==> config.mk <==
export PLATFORM = sky130hd
export DESIGN_NAME = frame_buffer_writer
export DESIGN_NICKNAME = d
export VERILOG_FILES = /design/src/rtl/frame_buffer_writer.sv
export SDC_FILE = /design/constraint.sdc
export NUM_CORES = 1
export LEC_CHECK = 0
export CORE_UTILIZATION = 45
export DETAILED_ROUTE_END_ITERATION = 10
export DONT_BUFFER_PORTS = 1
export HOLD_SLACK_MARGIN = 0.02
export PLACE_DENSITY_LB_ADDON = 0.25
export SETUP_SLACK_MARGIN = 0.5
export SLEW_MARGIN = 5
export SYNTH_ARGS = -nofsm -noshare
export SYNTH_HDL_FRONTEND = slang
export SYNTH_SLANG_ARGS = --single-unit
==> constraint.sdc <==
create_clock -name CLOCK -period 5.5 [get_ports CLOCK]
set_input_delay 0.55 -clock CLOCK [delete_from_list [all_inputs] [get_ports CLOCK]]
set_output_delay 0.55 -clock CLOCK [all_outputs]
set_load 0.1 [all_outputs]
==> src/rtl/frame_buffer_writer.sv <==
// frame_buffer_writer: stores a pixel stream row-major into a frame buffer, with optional background clear first
module frame_buffer_writer #(
  parameter int ADDR_W     = 17,
  parameter int DATA_W     = 8,
  parameter int MAX_PIXELS = 76800
) (
  input  logic              CLOCK,
  input  logic              RESET,
  input  logic              START,
  input  logic              CLEAR_EN,
  input  logic [DATA_W-1:0] CLEAR_VAL,
  input  logic [9:0]        IMG_WIDTH_IN,
  input  logic [8:0]        IMG_HEIGHT_IN,
  input  logic [DATA_W-1:0] PIX_DATA,
  input  logic              PIX_VALID,
  output logic              PIX_READY,
  output logic [ADDR_W-1:0] W_ADDR,
  output logic [DATA_W-1:0] W_DATA,
  output logic              W_EN,
  output logic              BUSY,
  output logic              DONE,
  output logic              ERR
);
  typedef enum logic [1:0] {IDLE, CLEAR, WRITE} state_t;
  state_t state_q, state_d;
  logic [ADDR_W-1:0] addr_q, addr_d, w_addr_q, w_addr_d;
  logic [DATA_W-1:0] clr_val_q, clr_val_d, w_data_q, w_data_d;
  logic [9:0] col_q, col_d, width_q, width_d;
  logic [8:0] row_q, row_d, height_q, height_d;
  logic clr_en_q, clr_en_d, w_en_q, w_en_d, done_q, done_d, err_q, err_d;
  logic [18:0] prod;
  logic bad, last, col_end, clr_end;
  always_comb begin
    state_d   = state_q;
    addr_d    = addr_q;
    col_d     = col_q;
    row_d     = row_q;
    width_d   = width_q;
    height_d  = height_q;
    clr_en_d  = clr_en_q;
    clr_val_d = clr_val_q;
    w_addr_d  = w_addr_q;
    w_data_d  = w_data_q;
    w_en_d    = 1'b0;
    done_d    = 1'b0;
    err_d     = 1'b0;
    prod      = {9'd0, IMG_WIDTH_IN} * {10'd0, IMG_HEIGHT_IN};
    bad       = IMG_WIDTH_IN == 10'd0 || IMG_HEIGHT_IN == 9'd0 || 32'(prod) > 32'(MAX_PIXELS);
    col_end   = col_q == width_q - 10'd1;
    last      = col_end && row_q == height_q - 9'd1;
    clr_end   = addr_q == ADDR_W'(MAX_PIXELS - 1);
    if (state_q == IDLE && START) begin
      width_d   = IMG_WIDTH_IN;
      height_d  = IMG_HEIGHT_IN;
      clr_en_d  = CLEAR_EN;
      clr_val_d = CLEAR_VAL;
      addr_d    = '0;
      col_d     = '0;
      row_d     = '0;
      err_d     = bad;
      state_d   = bad ? IDLE : (clr_en_d ? CLEAR : WRITE);
    end else if (state_q == CLEAR) begin
      w_en_d   = 1'b1;
      w_addr_d = addr_q;
      w_data_d = clr_val_q;
      addr_d   = clr_end ? '0 : addr_q + ADDR_W'(1);
      state_d  = clr_end ? WRITE : CLEAR;
    end else if (state_q == WRITE && PIX_VALID) begin
      w_en_d   = 1'b1;
      w_addr_d = addr_q;
      w_data_d = PIX_DATA;
      done_d   = last;
      state_d  = last ? IDLE : WRITE;
      addr_d   = last ? '0 : addr_q + ADDR_W'(1);
      col_d    = col_end ? '0 : col_q + 10'd1;
      row_d    = last ? '0 : (col_end ? row_q + 9'd1 : row_q);
    end
  end
  always_ff @(posedge CLOCK) begin
    if (RESET) begin
      state_q   <= IDLE;
      addr_q    <= '0;
      col_q     <= '0;
      row_q     <= '0;
      width_q   <= '0;
      height_q  <= '0;
      clr_en_q  <= 1'b0;
      clr_val_q <= '0;
      w_addr_q  <= '0;
      w_data_q  <= '0;
      w_en_q    <= 1'b0;
      done_q    <= 1'b0;
      err_q     <= 1'b0;
    end else begin
      state_q   <= state_d;
      addr_q    <= addr_d;
      col_q     <= col_d;
      row_q     <= row_d;
      width_q   <= width_d;
      height_q  <= height_d;
      clr_en_q  <= clr_en_d;
      clr_val_q <= clr_val_d;
      w_addr_q  <= w_addr_d;
      w_data_q  <= w_data_d;
      w_en_q    <= w_en_d;
      done_q    <= done_d;
      err_q     <= err_d;
    end
  end
  assign PIX_READY = state_q == WRITE;
  assign BUSY      = state_q != IDLE;
  assign W_ADDR    = w_addr_q;
  assign W_DATA    = w_data_q;
  assign W_EN      = w_en_q;
  assign DONE      = done_q;
  assign ERR       = err_q;
endmodule

# [Word level (Yosys, flattened, before mapping)]
# Cells that the tools add are included.
[word_totals] ff_bits=93 out_inout_bits=30
[op_classes] n_addsub=5 multipliers=1 n_lt_le_gt_ge=1 n_eq_ne=5 muxes=20 bitwise_logic=3 reduce_logical=18
[op_table] cell="two-way mux 17 bit" n=6
[op_table] cell="> comparator 19 x 17 -> 1 bit (second input constant)" n=1
[op_table] cell="multiplier 10 x 9 -> 19 bit" n=1
[op_table] cell="two-way mux 9 bit" n=2
[op_table] cell="adder 17 x 1 -> 17 bit (second input constant)" n=1
[op_table] cell="equality test 17 bit (second input constant)" n=1
[op_table] cell="two-way mux 8 bit" n=2
[op_table] cell="two-way mux 2 bit" n=7
[op_table] cell="adder 10 x 1 -> 10 bit (second input constant)" n=1
[op_table] cell="equality test 10 bit" n=1
[op_table] cell="logical NOT 10 bit" n=1
[op_table] cell="two-way mux 10 bit" n=1
[op_table] cell="subtractor 10 x 1 -> 10 bit (second input constant)" n=1
[op_table] cell="adder 9 x 1 -> 9 bit (second input constant)" n=1
[op_table] cell="equality test 9 bit" n=1
[op_table] cell="logical NOT 9 bit" n=1
[op_table] cell="subtractor 9 x 1 -> 9 bit (second input constant)" n=1
[op_table] cell="nonzero test 2 bit" n=3
[op_table] cell="AND reduction 2 bit" n=2
[op_table] cell="OR reduction 2 bit" n=2
[op_table] cell="OR reduction 4 bit" n=1
[op_table] cell="logical AND 1 bit" n=3
[op_table] cell="NOT 1 bit" n=3
[op_table] cell="AND reduction 3 bit" n=1
[op_table] cell="6 further kinds" n=8

# [Longest topological paths before layout]
# Gate-level depths: netlist of run 1.
[logic_depth] word_depth=7 mapped_depth=20 ltp_nobuf=19

# [Least setup slack after synthesis of run 1]
# Ideal clock, no wire load.
[synth_timing] path_kind="input-to-reg" startpoint="input IMG_WIDTH_IN[0]" endpoint="register state_q[0]" setup_time_ns=0.075 arrival_time_ns=5.237 setup_slack_ns=0.188 cell_stages=19 n_path_buf=2 cell_sequence="clkbuf_1 nand2_1 fa_1 fa_1 inv_1 fa_1 inv_1 fa_1 inv_1 ha_1 clkbuf_1 nand3_1 o211ai_1 o221ai_1 o31ai_1 xnor2_1 o21ai_0 or4b_1 o22ai_1"
[synth_between] elab_chain_cells=5
[synth_lines] element="from (decl)" line="12" source="input logic [9:0] IMG_WIDTH_IN,"
[synth_lines] element="multiplier 10 x 9 -> 19 bit / logical NOT 10 bit (equally long branches)" line="47, 48"
[synth_lines] element="> comparator 19 x 17 -> 1 bit / logical OR 1 bit (equally long branches)" line="48" source="bad = IMG_WIDTH_IN == 10'd0 || IMG_HEIGHT_IN == 9'd0 || 32'(prod) > 32'(MAX_PIXELS);"
[synth_lines] element="logical OR 1 bit (*)" line="48"
[synth_lines] element="two-way mux 2 bit (*)" line="61" source="state_d = bad ? IDLE : (clr_en_d ? CLEAR : WRITE);"
[synth_lines] element="two-way mux 2 bit (*)" line="52" source="if (state_q == IDLE && START) begin"
[synth_lines] element="to (signal assigned)" line="95" source="state_q <= state_d;"
[synth_lines] element="to (decl)" line="25" source="state_t state_q, state_d;"
# Mark *: on every way between the ends. The rest lies on a longest branch, timed or not.
# A chain may end at the register's enable or synchronous reset.

# [Final worst setup path of run 1]
[layout_timing] startpoint="input IMG_WIDTH_IN[1]" endpoint="register state_q[1]"
# The elaborated chain is that of the path after synthesis.

==> flow_summary.ini, run 1 <==
[clock_network]
cts_tree = yes
clkTransAtPathRegs_ps = 80
cts.path.max_buffers = 2
postCtsHoldBufs = 0
cts_root_buf = clkbuf_16
ctsHtreeMaxLevel = 3
numCtsBuffers = 9
clock-sinks = 93
insertion_delay_ps = 350

[global_route]
antenna_found_initial = 0
grt_overflow = 0
grt_pass1_wl_um = 27800
grt_usage_pct = 20.6
grt_pass1_vias = 5821
grt_max_degree = 61

[worst_setup_path]
r2r_start = state_q[1]
crit_path_max_fanout = 11
setup.worst_path.end = state_q[1]
slowest_delay_ps = 550
worstSetupPathType = in2reg
path_buf_inv = 2
cp.required_ps = 5790
rr_worst_depth = 9
slowest_stage = fa_1
start_kind = input port
path_cells = and2_1, fa_1, fa_1, fa_1, inv_1, fa_1, inv_1, ha_1, o2111ai_1, and2_1, a311o_1, a311oi_1, o32ai_1, a21oi_1, a21o_1
path_delay_family = adder cells
critPathArrivalTime_ps = 5020
critPathMostFrequentCell = fa_1
cp.depth = 15
r2r_end = addr_q[15]
reg2reg_setup_slack_ps = 2250
cp-end-kind = flip-flop
crit_path_start = IMG_WIDTH_IN[1]

[synth]
avgSynthCellArea_sq_um = 8.10
synthesis.nets = 1060
yosys_most_used_dff = dfxtp_1
synth-seq-area-share_pct = 25.0
yosys_warnings = 0
async_reset_ff_share_pct = 0
synth_edf_count = 0
netlist_area_sq_um = 7440
synth_cell_types = 64
synthCells = 919
synth-seq-cells = 93

[routing]
viasPerCell = 5.36
ant_nets = 0
wl_um = 16500
first_pass_iters = 4
drt_iter0_drc = 167
drc = 0
wl_per_cell_um = 14.9
num_vias = 5932

[timing]
drv_slew = 0
timing.hold.ws_ps = 261
final_hold_viol_count = 0
period_needed_ps = 4730
setup_ws_ps = 773
tightest_slew_ps = 1000
fmax_ghz = 0.212
rsz0062_at_grt = false
slew-limit-headroom_pct = 33.1
finalCritPeriodShare_pct = 86.0
final-setup-viol-count = 0
fin_skew_ps = 13.2
finalSetupTns_ps = 0

[pwr]
power_density_nw_per_um2 = 411
vdd_drop_max_mv = 0.420
p_leak_nw = 3.29

[floorplanning]
io_pins = 70
core_sq_um = 16000
initial_core_util_pct = 46.5
die_area_sq_um = 17100
die_y_um = 131
die_x_um = 131
rows = 46

[placement]
dpl.hpwl_um = 12200
portBuffers = 0
globalplace.congestion = 0.833
place_ws_ps = 358

[layout]
drive_above_1_share_pct = 5.17
antenna_cells = 0
areaGrowthSynthToFinish_pct = 5.85
nNetsFinal = 1026
fillers = 1608

[min_path]
hold_path_depth = 1
min_path_type = in2reg

[run_status]
outcome = completed

[run]
drv_cap = 0
## power breakdown
part | internal [mW] | switching (mW)
combinational | 0.642 | 0.928
sequential | 0.747 | 0.289
clock | 0.326 | 0.303
total | 1.71 | 1.52
## metal layers
| layer | track usage, % | wire length, um | vias up |
|---|---|---|---|
| met2 | 35.9 | 7980 | 113 |
| li1 | - | - | 2940 |
| met4 | 6.56 | 318 | 0 |
| met1 | 26.1 | 7410 | 2860 |
| met5 | 0 | 0 | - |
| met3 | 3.46 | 747 | 19 |
## kinds of logic (layout without fill, tap and decap cells)
kind of cell	Yosys count	count (layout)	share of synthesized area, %
compound gates	127	127	11.3
xor+xnor	57	57	6.71
fa+ha+maj	101	101	22.7
buf+inv	136	107	7.13
flops	93	93	25.0
mux	5	5	0.690
simple gates	400	400	26.4
## Yosys cell counts, drive strengths merged, types with 5 or more instances
cell type / instances / share of area [%]
inv: 85 / 4.3
nor2: 70 / 3.6
a21oi: 62 / 4.2
nand2: 164 / 8.3
buf: 11 / 0.82
nor4: 11 / 1.1
xor2: 26 / 3.1
o21ai: 14 / 1.0
nor3: 18 / 1.6
nand4: 16 / 1.3
ha: 44 / 7.4
nor2b: 5 / 0.42
and3: 9 / 0.76
nand3: 18 / 1.2
xnor2: 31 / 3.6
dfxtp: 93 / 25
a311oi: 9 / 1.1
a21o: 8 / 0.81
fa: 57 / 15
and2: 66 / 5.6
clkbuf: 40 / 2.0
nand2b: 5 / 0.42
## cell type report
type	instances	area (sq um)	area share, %
repair buffers	6	45.0	0.572
clock inverters	7	86.3	1.10
inverters	85	319	4.05
clock buffers	9	225	2.86
multi-input cells	690	5070	64.3
flip-flops and latches	93	1860	23.6
well taps	216	270	3.43
## per-stage QoR
step	power [mW]	cell area, sq um	instances	util, %
finish	3.23	7880	1106	49.2
floorplan	2.33	7510	919	-
detailed placement	2.58	7540	1088	47.1
global placement	2.57	7540	1088	47.1
CTS	3.23	7850	1104	49.1
global route	3.49	7880	1106	49.2
## repair_timing
item,in CTS,in global routing
gates resized for setup,0,2
setup endpoints to repair,0,1
buffers inserted,0,2
## state kept, by name (all words and copies together) (netlist names), 2 cells and up
signal,cells
W_ADDR,17
addr_q,17
col_q,10
width_q,10
height_q,9
row_q,9
W_DATA,8
clr_val_q,8
state_q,2
## worst min path at each step
| stage | startpoint | endpoint | slack (ps) |
|---|---|---|---|
| 2_1_floorplan | clr_val_q[0] | clr_val_q[0] | 440 |
| 3_3_place_gp | clr_val_q[6] | clr_val_q[6] | 440 |
| 3_5_place_dp | clr_val_q[1] | clr_val_q[1] | 440 |
| 4_1_cts | RESET | W_ADDR[11] | 240 |
| 5_1_grt | RESET | W_ADDR[7] | 240 |
| 6_report | RESET | W_ADDR[7] | 260 |
## placed cells by master, fill, tap and decap left out, types with 18 or more instances in the layout
master / instances
nand2_1: 164
dfxtp_1: 93
inv_1: 85
nor2_1: 69
and2_1: 66
a21oi_1: 60
fa_1: 57
ha_1: 43
xnor2_1: 31
xor2_1: 26
nand3_1: 18
No activity file was read; power rests on OpenSTA's default activity.
==> inputs of run 2 (changes only) <==
==> constraint.sdc (replaced) <==
create_clock -name CLOCK -period 5.5 [get_ports CLOCK]
set_input_delay 0.275 -clock CLOCK [delete_from_list [all_inputs] [get_ports CLOCK]]
set_output_delay 0.275 -clock CLOCK [all_outputs]
set_load 0.1 [all_outputs]
==> run 2 against run 1 <==
  * Setup slack improved by 120 ps
  * Clock power is 1% lower
  * Clock skew up 0.69 ps
  * Sequential cell count did not move
  * Non-clock buffer count decreased by 1
  * Die area stayed put
  * Clock-buffer cell count unchanged
  * Maximum frequency rose by 2.6%
  * Critical path type unchanged
  * Largest cell class unchanged
  * Highest routed layer unchanged
==> flow_summary.ini, run 2 (synthesis gave the netlist of run 1 again) <==
[worst_setup_path]
slowest_delay_ps = 540
critPathArrivalTime_ps = 4880
cp-end-kind = flip-flop
start_kind = input port
path_cells = nand2_1, fa_1, fa_1, inv_1, fa_1, inv_1, fa_1, inv_1, ha_1, nand3_1, o211ai_1, o221ai_2, o31ai_1, xnor2_1, o21ai_0, or4b_1, o22ai_1
worstSetupPathType = in2reg
cp.required_ps = 5780
crit_path_max_fanout = 11
slowest_stage = fa_1
critPathMostFrequentCell = fa_1

[layout]
final_cell_mix = 164 x nand2_1, 93 x dfxtp_1, 85 x inv_1
drive_above_1_share_pct = 4.72
stdcell_area_sq_um = 7860
areaGrowthSynthToFinish_pct = 5.60
antenna_cells = 0
nNetsFinal = 1025
fillers = 1613
stdcell_count = 1105
final_common_cell = nand2_1

[timing]
timing.hold.ws_ps = 36.4
slew-limit-headroom_pct = 32.8
finalSetupTns_ps = 0
final_hold_viol_count = 0
setup_ws_ps = 892
final-setup-viol-count = 0
finalCritPeriodShare_pct = 83.8
period_needed_ps = 4610
rsz0062_at_grt = false
tightest_slew_ps = 1010
fmax_ghz = 0.217
fin_skew_ps = 13.9
drv_slew = 0

[routing]
ant_nets = 0
wl_per_cell_um = 15.0
num_vias = 5888
wl_um = 16600
first_pass_iters = 5
drc = 0
drt_iter0_drc = 231
viasPerCell = 5.33

[run_status]
outcome = completed

[clock_network]
numCtsBuffers = 9
insertion_delay_ps = 350
ctsHtreeMaxLevel = 3
clock-sinks = 93
clkTransAtPathRegs_ps = 70
cts_tree = yes
cts_root_buf = clkbuf_16
cts.path.max_buffers = 2

[global_route]
grt_usage_pct = 21.1
grt_max_degree = 55
grt_pass1_vias = 5835
antenna_found_initial = 0
grt_overflow = 0
met2_usage_pct = 35.2
grt_busiest_layer = met2
grtUsageMet1_pct = 27.5
grt_pass1_wl_um = 28400
globalRouteMet3Util_pct = 4.44

[floorplanning]
rows = 46
core_sq_um = 16000
initial_core_util_pct = 46.5
io_pins = 70
die_x_um = 131
die_area_sq_um = 17100
die_y_um = 131

[pwr]
power_density_nw_per_um2 = 408
vdd_drop_max_mv = 0.332
p_leak_nw = 3.29

[min_path]
min_path_type = in2reg

[placement]
dp_cells = 1088
portBuffers = 0
dpl.hpwl_um = 12300
place_area_sq_um = 7540
globalplace.congestion = 0.801
place_ws_ps = 588

[run]
drv_cap = 0
## run 2: changes by cell type in the layout (fill, tap and decap cells not counted)
| cell | change |
|---|---|
| ha_1 | +1 |
| o21ai_0 | +1 |
| buf_4 | -2 |
| clkinv_4 | +1 |
| a21oi_1 | +1 |
| a21oi_2 | -1 |
| o21ai_1 | -1 |
| o31ai_2 | -1 |
| ha_2 | -1 |
| clkinv_8 | -2 |
| inv_8 | +1 |
| buf_12 | +1 |
| o31ai_1 | +1 |
## run 2: layout make-up
| cell class | count | area [sq um] | area share (%) |
|---|---|---|---|
| tap | 216 | 270 | 3.44 |
| multi-input combinational | 690 | 5060 | 64.4 |
| clock buffer | 9 | 225 | 2.87 |
| timing repair buffer | 5 | 50.0 | 0.637 |
| inverter | 85 | 319 | 4.06 |
| clock inverter | 7 | 73.8 | 0.940 |
| sequential | 93 | 1860 | 23.7 |
## run 2: final timing paths
path | start | end | slack [ps] | depth (start not counted)
worst max register to register | state_q[1] | addr_q[15] | 2300 | 9
worst max-delay path | IMG_WIDTH_IN[0] | state_q[0] | 890 | 17
worst min-delay path | RESET | state_q[0] | 40 | 1
worst min register to register | clr_val_q[7] | clr_val_q[7] | 460 | 2
## run 2: stage by stage
| step | total power [mW] | utilization (%) |
|---|---|---|
| 2_1_floorplan | 2.30 | - |
| 3_3_place_gp | 2.57 | 47.1 |
| 3_5_place_dp | 2.58 | 47.1 |
| 4_1_cts | 3.22 | 49.1 |
| 5_1_grt | 3.48 | 49.1 |
| 6_report | 3.20 | 49.1 |
## run 2: where the power goes
part / internal (mW) / switching [mW] / total, mW
combinational: 0.622 / 0.924 / 1.55
clock: 0.322 / 0.300 / 0.622
sequential: 0.747 / 0.288 / 1.04
total: 1.69 / 1.51 / 3.20
## run 2: worst max-delay path: cells and delay by family
kind / cells / cell delay, ps
buffers and inverters: 3 / 140
XOR/XNOR: 1 / 150
adder cells (fa/ha/maj): 5 / 2470
AND/OR/NAND/NOR: 3 / 640
AO/OA/AOI/OAI: 5 / 1180
## run 2: per-layer routing
metal / vias to the layer above / routed length [um]
met3: 17 / 928
met2: 131 / 7850
li1: 2941 / -
met1: 2799 / 7540
met5: - / 0
met4: 0 / 242
## run 2: repair_timing
item | CTS | global route
hold buffers | 1 | 0
gates resized for setup | 0 | 0
endpoints found under the setup margin | 0 | 0
hold endpoints to repair | 54 | 0
setup buffers | 0 | 0
==> inputs of run 3 (changes only) <==
==> constraint.sdc (replaced) <==
create_clock -name CLOCK -period 4.2 [get_ports CLOCK]
set_input_delay 0.21 -clock CLOCK [delete_from_list [all_inputs] [get_ports CLOCK]]
set_output_delay 0.21 -clock CLOCK [all_outputs]
set_load 0.1 [all_outputs]
==> run 3 against run 2 <==
  * The flow now finishes with violations (setup timing)
  * Global-route usage increased by 1.2 points
  * Clock skew fell by 4.3 ps
  * Die area stayed put
  * First-iteration DRC count is 30% higher
  * Sequential share of layout area shrank 1.9 points
  * Non-clock buffer count is 57 higher
  * Routed wire length up 8.3%
  * Critical path type unchanged
==> flow_summary.ini, run 3 (synthesis gave the netlist of run 1 again) <==
[run_status]
outcome = finished, violations left
violations = setup timing

[min_path]
hp-start = PIX_DATA[6]
hold_path_depth = 2
min_path_type = in2reg

[layout]
nNetsFinal = 1082
drive_above_1_share_pct = 10.8
final_cell_mix = 159 x nand2_1, 93 x dfxtp_1, 83 x inv_1
areaGrowthSynthToFinish_pct = 14.8
final_common_cell = nand2_1

[floorplanning]
die_x_um = 131
core_sq_um = 16000
io_pins = 70
die_area_sq_um = 17100
initial_core_util_pct = 46.5
rows = 46
die_y_um = 131

[worst_setup_path]
critPathArrivalTime_ps = 4440
reg2reg_setup_slack_ps = 1250
cp.required_ps = 4430
slowest_delay_ps = 540
slowest_stage = fa_1
path_cells = nand2_8, fa_1, inv_1, fa_1, fa_1, inv_1, fa_1, inv_2, ha_4, buf_6, buf_6, nand2b_4, nand3b_1, a211oi_2, o2111ai_2, a311oi_2, o32ai_4, a21oi_2, nor3_1
rr_worst_depth = 10
critPathMostFrequentCell = fa_1
worstSetupPathType = in2reg
r2r_start = width_q[0]
start_kind = input port
crit_path_start = IMG_WIDTH_IN[6]
crit_path_max_fanout = 11
cp-end-kind = flip-flop

[clock_network]
cts.path.max_buffers = 2
clkTransAtPathRegs_ps = 70
clock-sinks = 93
ctsHtreeMaxLevel = 3
insertion_delay_ps = 350
cts_tree = yes
numCtsBuffers = 9
cts_root_buf = clkbuf_16

[timing]
setup_ws_ps = -7.31
final-setup-viol-count = 1
period_needed_ps = 4210
final_hold_viol_count = 0
fmax_ghz = 0.238
drv_slew = 0
rsz0062_at_grt = true
tightest_slew_ps = 1030
finalSetupTns_ps = -7.31
finalCritPeriodShare_pct = 100
slew-limit-headroom_pct = 31.3
fin_skew_ps = 9.59

[routing]
drt_iter0_drc = 301
wl_per_cell_um = 15.4
drc = 0
ant_nets = 0
num_vias = 6199
viasPerCell = 5.33
first_pass_iters = 7
wl_um = 17900

[placement]
portBuffers = 0
dpl.hpwl_um = 12800
globalplace.congestion = 0.836
place_ws_ps = -503

[pwr]
power_density_nw_per_um2 = 576
p_leak_nw = 3.58
vdd_drop_max_mv = 0.418
total_power_mw = 4.92

[global_route]
grt_usage_pct = 22.3
grt_pass1_vias = 6097
antenna_found_initial = 1
grt_max_degree = 56
grt_pass1_wl_um = 30000
grt_overflow = 0

[run]
drv_cap = 0
-- run 3: metal layers --
metal  vias up  global-route usage, %  share of wire [%]
met5         -                      0                  0
met4         0                   6.36                1.0
met3        18                   4.40                5.8
met2       168                   35.7                 46
met1      2954                   30.7                 47
li1       3059                      -                  -
-- run 3: worst paths after layout --
check,to
min reg2reg,clr_val_q[3]
max reg2reg,row_q[8]
max,ERR
min,W_DATA[6]
-- run 3: per-stage QoR --
stage	hold slack [ps]	cell area [sq um]	instances	utilization (%)
after floorplan	346	7750	919	-
after global placement	283	7800	1115	48.8
after detailed placement	286	7800	1115	48.8
after CTS	21.6	8500	1162	53.1
after global routing	21.9	8540	1162	53.4
final	30.1	8540	1163	53.4
-- run 3: area by class of cell --
| type | count | area (sq um) |
|---|---|---|
| well taps | 216 | 270 |
| diodes | 1 | 2.50 |
| multi-input cells | 690 | 5250 |
| flip-flops and latches | 93 | 1860 |
| clock buffers | 9 | 225 |
| repair buffers | 62 | 551 |
| fillers | 1551 | 7460 |
| inverters | 85 | 319 |
| clock inverters | 7 | 62.6 |
-- run 3: timing repair --
item / CTS / global route
endpoints found under the hold margin: 55 / 0
setup buffers: 4 / 0
gates cloned: 0 / 0
hold buffers: 27 / 0
resized for setup: 20 / 6
endpoints found under the setup margin: 3 / 3
pin swaps: 19 / 11
-- run 3: worst max-delay path, delay by kind of cell --
kind | cells | cell delay [ps]
buffers and inverters | 5 | 330
and+or+nand+nor | 4 | 300
adders and majority gates | 5 | 2320
AOI/OAI and AO/OA | 5 | 1270
-- run 3: where the power goes --
group / internal [mW] / total (mW) / switching, mW
logic: 1.29 / 2.76 / 1.47
clock network: 0.416 / 0.799 / 0.383
registers: 0.978 / 1.36 / 0.383
total: 2.69 / 4.92 / 2.23
